[src/rtl/seq_det_pkg.sv]
// seq_det_pkg: shared helpers for seq_detector (clog2, KMP transition/border generation, N limits).
package seq_det_pkg;
   localparam int N_MIN = 2;
   localparam int N_MAX = 8;
   function automatic int clog2(input int v);
      int r;
      r = 0;
      for (int i = 0; i < 31; i++) if ((1 << i) < v) r = i + 1;
      return r;
   endfunction
   // Longest proper prefix of pat that is a suffix of (prefix of length s, then bit b).
   // pat[n-1] is the first pattern bit; w[j] is the j-th bit of the candidate string.
   function automatic int kmp_next(input logic [N_MAX-1:0] pat, input int n, input int s, input logic b);
      logic [N_MAX-1:0] w;
      logic ok;
      int best;
      w = '0;
      best = 0;
      for (int j = 0; j < N_MAX; j++) begin
         if (j < s) w[j] = pat[n-1-j];
         else if (j == s) w[j] = b;
      end
      for (int k = 1; k < N_MAX; k++) begin
         ok = (k <= s + 1) && (k < n);
         for (int j = 0; j < N_MAX; j++) if (ok && j < k && w[s+1-k+j] != pat[n-1-j]) ok = 1'b0;
         if (ok) best = k;
      end
      return best;
   endfunction
   function automatic int border(input logic [N_MAX-1:0] pat, input int n);
      return kmp_next(pat, n, n - 1, pat[0]);
   endfunction
endpackage

[src/rtl/seq_det_next.sv]
// seq_det_next: combinational KMP next-state and match decode, table built at elaboration.
module seq_det_next
   import seq_det_pkg::*;
#(
   parameter int N = 4,
   parameter logic [N-1:0] PATTERN = 4'b1011,
   parameter int OVERLAP = 1,
   parameter int SW = 2
) (
   input  logic [SW-1:0] state,
   input  logic          in_valid,
   input  logic          in_bit,
   output logic [SW-1:0] state_nxt,
   output logic          match_nxt
);
   localparam logic [N_MAX-1:0] PAT = N_MAX'(PATTERN);
   localparam logic [SW-1:0] RESTART = (OVERLAP != 0) ? SW'(border(PAT, N)) : '0;
   logic [SW-1:0] tbl [2**SW][2];
   logic hit;
   for (genvar s = 0; s < 2**SW; s++) begin : g_s
      for (genvar b = 0; b < 2; b++) begin : g_b
         if (s < N) begin : g_live
            assign tbl[s][b] = SW'(kmp_next(PAT, N, s, b[0]));
         end else begin : g_dead
            assign tbl[s][b] = '0;
         end
      end
   end
   always_comb begin
      hit = in_valid && state == SW'(N - 1) && in_bit == PATTERN[0];
      match_nxt = hit;
      state_nxt = !in_valid ? state : hit ? RESTART : tbl[state][in_bit];
   end
endmodule

[src/rtl/seq_detector.sv]
// seq_detector: serial KMP pattern detector with registered match pulse.
// Define SEQ_DETECTOR_COUNT_EN to add the saturating match_count port and counter.
module seq_detector
   import seq_det_pkg::*;
#(
   parameter int N = 4,
   parameter logic [N-1:0] PATTERN = 4'b1011,
   parameter int OVERLAP = 1,
   parameter int CNT_W = 8,
   localparam int SW = clog2(N)
) (
   input  logic             clk,
   input  logic             rst,
   input  logic             in_valid,
   input  logic             in_bit,
   output logic             match,
   output logic [SW-1:0]    state
`ifdef SEQ_DETECTOR_COUNT_EN
   ,
   output logic [CNT_W-1:0] match_count
`endif
);
   if (N < N_MIN || N > N_MAX) begin : g_bad_n
      $error("seq_detector: N out of range 2..8");
   end
   logic [SW-1:0] state_nxt;
   logic match_nxt;
   seq_det_next #(.N(N), .PATTERN(PATTERN), .OVERLAP(OVERLAP), .SW(SW)) u_next (
      .state(state),
      .in_valid(in_valid),
      .in_bit(in_bit),
      .state_nxt(state_nxt),
      .match_nxt(match_nxt)
   );
   always_ff @(posedge clk) begin
      if (rst) begin
         state <= '0;
         match <= 1'b0;
      end else begin
         state <= state_nxt;
         match <= match_nxt;
      end
   end
`ifdef SEQ_DETECTOR_COUNT_EN
   always_ff @(posedge clk) begin
      if (rst) match_count <= '0;
      else if (match_nxt && match_count != '1) match_count <= match_count + 1'b1;
   end
`endif
endmodule

[config.mk]
export PLATFORM = sky130hd
export DESIGN_NAME = seq_detector
export DESIGN_NICKNAME = d
export VERILOG_FILES = /design/src/rtl/seq_det_pkg.sv /design/src/rtl/seq_det_next.sv /design/src/rtl/seq_detector.sv
export SDC_FILE = /design/constraint.sdc
export NUM_CORES = 1
export LEC_CHECK = 0
export CAP_MARGIN = 20
export CELL_PAD_IN_SITES_DETAIL_PLACEMENT = 1
export CELL_PAD_IN_SITES_GLOBAL_PLACEMENT = 1
export CORE_AREA = 2 2 39 41
export CTS_BUF_LIST = sky130_fd_sc_hd__clkbuf_4 sky130_fd_sc_hd__clkbuf_8 sky130_fd_sc_hd__clkbuf_16
export DETAILED_ROUTE_END_ITERATION = 8
export DIE_AREA = 0 0 41 43
export PLACE_DENSITY = 0.37
export SLEW_MARGIN = 20
export SYNTH_ARGS = -nofsm -noshare
export SYNTH_HDL_FRONTEND = slang
export SYNTH_HIERARCHICAL = 1
export SYNTH_SLANG_ARGS = --single-unit
[constraint.sdc]
create_clock -name clk -period 1.2 [get_ports clk]
set_input_delay 0.18 -clock clk [delete_from_list [all_inputs] [get_ports clk]]
set_output_delay 0.18 -clock clk [all_outputs]
set_load 0.05 [all_outputs]
### Word-level counts from Yosys, hierarchy flattened

Cells that the tools add are included.
W data, S select, Z words.

| word-level totals | value |
|---|---|
| bits in registers | 3 |
| input bits | 4 |
| output and inout port bits | 3 |
| word-level logic and storage cells | 16 |

| operators by class | value |
|---|---|
| magnitude comparators | 2 |
| equal/unequal tests | 1 |
| mux-type cells | 7 |
| bitwise logic cells | 2 |
| reduce and logical (&&, ||, !) cells | 2 |

Operators by type and width:

| cell | number |
|---|---|
| $bmux W4 S2 | 1 |
| $mux W2 | 4 |
| $mux W4 | 2 |
| $ge A3 B3 Y1 const B | 1 |
| $not A2 Y3 | 1 |
| $eq A2 B2 Y1 const B | 1 |
| $ge A2 B2 Y1 const B | 1 |
| $logic_and A1 B1 Y1 | 2 |
| $not A1 Y2 | 1 |

### Depth between registers and ports, before layout

| logic depth | value |
|---|---|
| word-level depth | 8 |
| mapped depth | 4 |

### Cells and area by module

The synthesis kept the hierarchy.

Modules (own cells, without submodules):

| module | instances | cells each | area each (µm²) | sequential area each (µm²) |
|---|---|---|---|---|
| seq_detector | 1 | 6 | 78.8 | 60.1 |
| seq_det_next | 1 | 6 | 45.0 | 0.0 |

### Worst setup path before layout

No wires, ideal clock.

| timing | value |
|---|---|
| path kind | register to register |
| start point | register state[0] |
| end point | register state[1] |
| library setup time | 0.114 ns |
| arrival time | 1.084 ns |
| setup slack | 0.002 ns |
| stages on the path, launching flop included | 4 |
| path buffers | 0 |
| period minus slack after synthesis | 1.198 ns |
| cells stage by stage | dfxtp_1 o21ai_1 a22o_1 nor2b_1 |

| on the way | value |
|---|---|
| word-level cells in the longest chain between the ends | 8 |
| elaborated cells between the ends (all ways) | 11 |

Ends and longest elaborated chain:

| item | RTL line | RTL |
|---|---|---|
| start, declared | seq_detector.sv:17 | `output logic [SW-1:0] state` |
| start signal, assigned | seq_detector.sv:40 | `state <= state_nxt;` |
| $not A2 Y3 (not written as such) | seq_det_next.sv:32 | `state_nxt = !in_valid ? state : hit ? RESTART : tbl[state][in_bit];` |
| $bmux W4 S2 | seq_det_next.sv:32 |  |
| $mux W4 (not written as such) (2 in a row) | seq_det_next.sv:32 |  |
| $mux W2 (not written as such) (3 in a row) | seq_det_next.sv:32 |  |
| $mux W2 * | seq_det_next.sv:32 |  |

Mark *: on every way between the ends. The rest lies on a longest branch, timed or not. The select of a mux whose other input is x is not followed.
A chain may end at the register's enable or synchronous reset.

### Worst setup path in the final report

| timing | value |
|---|---|
| start point | input port in_valid |
| end point | register state[0] |

| on the way | value |
|---|---|
| word-level cells in the longest chain between the ends | 3 |

Ends and longest elaborated chain:

| item | RTL line | RTL |
|---|---|---|
| start, declared | seq_detector.sv:14 | `input logic in_valid,` |
| $logic_and A1 B1 Y1 (2 in a row) | seq_det_next.sv:30 | `hit = in_valid && state == SW'(N - 1) && in_bit == PATTERN[0];` |
| $mux W2 | seq_det_next.sv:32 |  |

Parallel ways exist; a longest one is shown, timed or not.

==> results.sh <==
export IMPL_syn_num_nets=16
export IMPL_powerDensity_mw_per_mm2=1310
export IMPL_r2r_end="state[1]"
export IMPL_ys_flop_type="dfxtp_1"
export IMPL_port_buffers=6
export IMPL_synth_top_cell_area_share_pct=48.5
export IMPL_min_path_type="primary input to flip-flop"
export IMPL_cts_setup_buffers=0
export IMPL_crit_path_start_kind="primary input"
export IMPL_via_per_inst=3.13
export IMPL_yosys_top_cells_area="dfxtp_1, nor2b_1, mux2_2"
export IMPL_fmaxAchievable_ghz=0.970
export IMPL_cts_root_buf="clkbuf_4"
export IMPL_dpl_cell_count=34
export IMPL_final_cells=38
export IMPL_grt_util_all_layers_pct=5.01
export IMPL_core_area_mm2=0.00138
export IMPL_antenna_found_initial=0
export IMPL_cts_buffers_inserted=3
export IMPL_cp_end_kind="flip-flop"
export IMPL_drv_cap=0
export IMPL_regToRegSetupSlack_ns=0.23
export IMPL_cp_cell_sequence="clkdlybuf4s50_1 > mux2_2 > nor2b_1"
export IMPL_setup_viol=0
export IMPL_period_needed_ns=1.03
export IMPL_hold_viol=0
export IMPL_initial_utilization_pct=8.95
export IMPL_cts_resized=0
export IMPL_worst_r2r_path_depth=3
export IMPL_finClkSkew_ns=0.00147
export IMPL_grt_ovfl_total=0
export IMPL_drt_iter0_drc=1
export IMPL_ys_types=7
export IMPL_min_period_over_period_pct=85.9
export IMPL_critPathMaxFanout=4
export IMPL_firstDrtPassIters=2
export IMPL_gp_congestion=0.488
export IMPL_synthesis_area_um2=124
export IMPL_ys_seq_area_share_pct=48.5
export IMPL_post_route_drc_count=0
export IMPL_relSlewSlack_pct=85.5
export IMPL_async_reset_ff_share_pct=0
export IMPL_critPathMaxStageDelay_ns=0.51
export IMPL_ant_nets=0
export IMPL_wl_per_cell_um=7.68
export IMPL_rsz0062_at_grt="false"
export IMPL_power_leakage_nw=0.106
export IMPL_clkLatencyLatePin_ns=0.23
export IMPL_ys_warnings_count=6
export IMPL_synthCells=12
export IMPL_worst_pin_slew_ns=0.217
export IMPL_critPathRequiredTime_ns=1.32
export IMPL_vias=119
export IMPL_antenna_cells=0
export IMPL_ir_drop_mv=0.188
export IMPL_total_power_mw=0.347
export IMPL_yosysTopAreaCell="dfxtp_1"
export IMPL_grt_pass1_vias=137
export IMPL_die_h_um=43
export IMPL_grt_pass1_wl_um=503
export IMPL_ioPinCount=7
export IMPL_r2r_start="state[0]"
export IMPL_clkTransAtPathRegs_ns=0.04
export IMPL_die_w_um=41
export IMPL_cts_sinks=3
export IMPL_h_tree_depth=1
export IMPL_syn_to_final_growth_pct=113
export IMPL_min_from="rst"
export IMPL_drive_above_1_share_pct=40.9
export IMPL_nNetsFinal=27
export IMPL_synthMostInstantiatedCell="nor2b_1"
export IMPL_grt_max_degree=6
export IMPL_status="finished, final reports clean"
export IMPL_min_to="match"
export IMPL_rows=14
export IMPL_arrival_ns=1.15
export IMPL_clockBufferDepth=2
export IMPL_die_area_mm2=0.00176
export IMPL_cts_tree="done"
export IMPL_path_class="primary input to flip-flop"
export IMPL_synth_common_cells="nor2b_1, dfxtp_1"
export IMPL_synth_seq_cells=3
export IMPL_synth_edf_count=0
export IMPL_cpMaxStageDelayCell="clkdlybuf4s50_1"
export IMPL_avgSynthCellArea_um2=10.3
export IMPL_cts_hold_buf=0
export IMPL_wirelength_um=292
export IMPL_postLayoutCoreUtil_pct=19.1
export IMPL_slew_viol_final=0
export IMPL_min_path_cells=2
## sequential cells by signal (all words and copies together) (netlist names)
name	count
state	2
match	1
## critical path: cells and delay by family
family | cells | cell delay (ns)
muxes | 1 | 0.34
and+or+nand+nor | 1 | 0.12
buffers and inverters | 1 | 0.51
## through the flow
step	hold slack [ns]	cell area [µm²]	TNS, ns	setup slack [ns]
final	0.538	264	0	0.169
after global routing	0.565	264	0	0.132
after CTS	0.535	264	0	0.175
after detailed placement	0.632	234	-0.109	-0.0730
after global placement	0.628	234	-0.0677	-0.0581
after floorplan	0.252	124	0	0.00227
## cell usage in the layout, fill, tap and decap left out, drive strengths merged
master and n:
nor2b 4, clkbuf 4, clkdlybuf4s50 3, dfxtp 3, buf 3, and4 1
inv 1, o21ai 1, a22o 1, mux2 1
## layout make-up
cell class              instances  area [µm²]
clock buffers                   4        30.0
repair buffers                  6        90.1
fillers                       160        1120
multi-input cells               8        60.1
inverters                       1        3.75
well taps                      16        20.0
flip-flops and latches          3        60.1
## power breakdown
part | total (mW) | internal (mW) | switching (mW)
logic | 0.0432 | 0.0254 | 0.0178
registers | 0.108 | 0.103 | 0.00447
clock network | 0.196 | 0.147 | 0.0492
total | 0.347 | 0.276 | 0.0714
## cells by family (layout without fill, tap and decap cells)
group | Yosys count | after routing | share of synthesized area, %
buffers and inverters | 1 | 11 | 3.03
AOI/OAI and AO/OA | 2 | 2 | 11.1
and+or+nand+nor | 5 | 5 | 28.3
muxes | 1 | 1 | 9.09
DFF | 3 | 3 | 48.5
## worst max path at each step
stage	from	endpoint	slack (ns)	cells after the start
2_1_floorplan	state[0]	state[1]	0.002	3
4_1_cts	state[0]	state[0]	0.18	1
3_5_place_dp	in_valid	state[0]	-0.07	3
5_1_grt	state[0]	state[0]	0.13	1
3_3_place_gp	in_valid	state[0]	-0.06	3
6_report	in_valid	state[0]	0.17	3
## per-layer routing
layer,wire length [µm],part of all wire [%],global-route usage [%],vias to the layer above
met3,59,20,2.09,2
met5,0,0,0,-
li1,-,-,-,60
met2,122,42,5.00,7
met4,6,2.1,10.0,0
met1,104,36,4.79,50
Note: power is estimated with default switching activity, not from simulation.
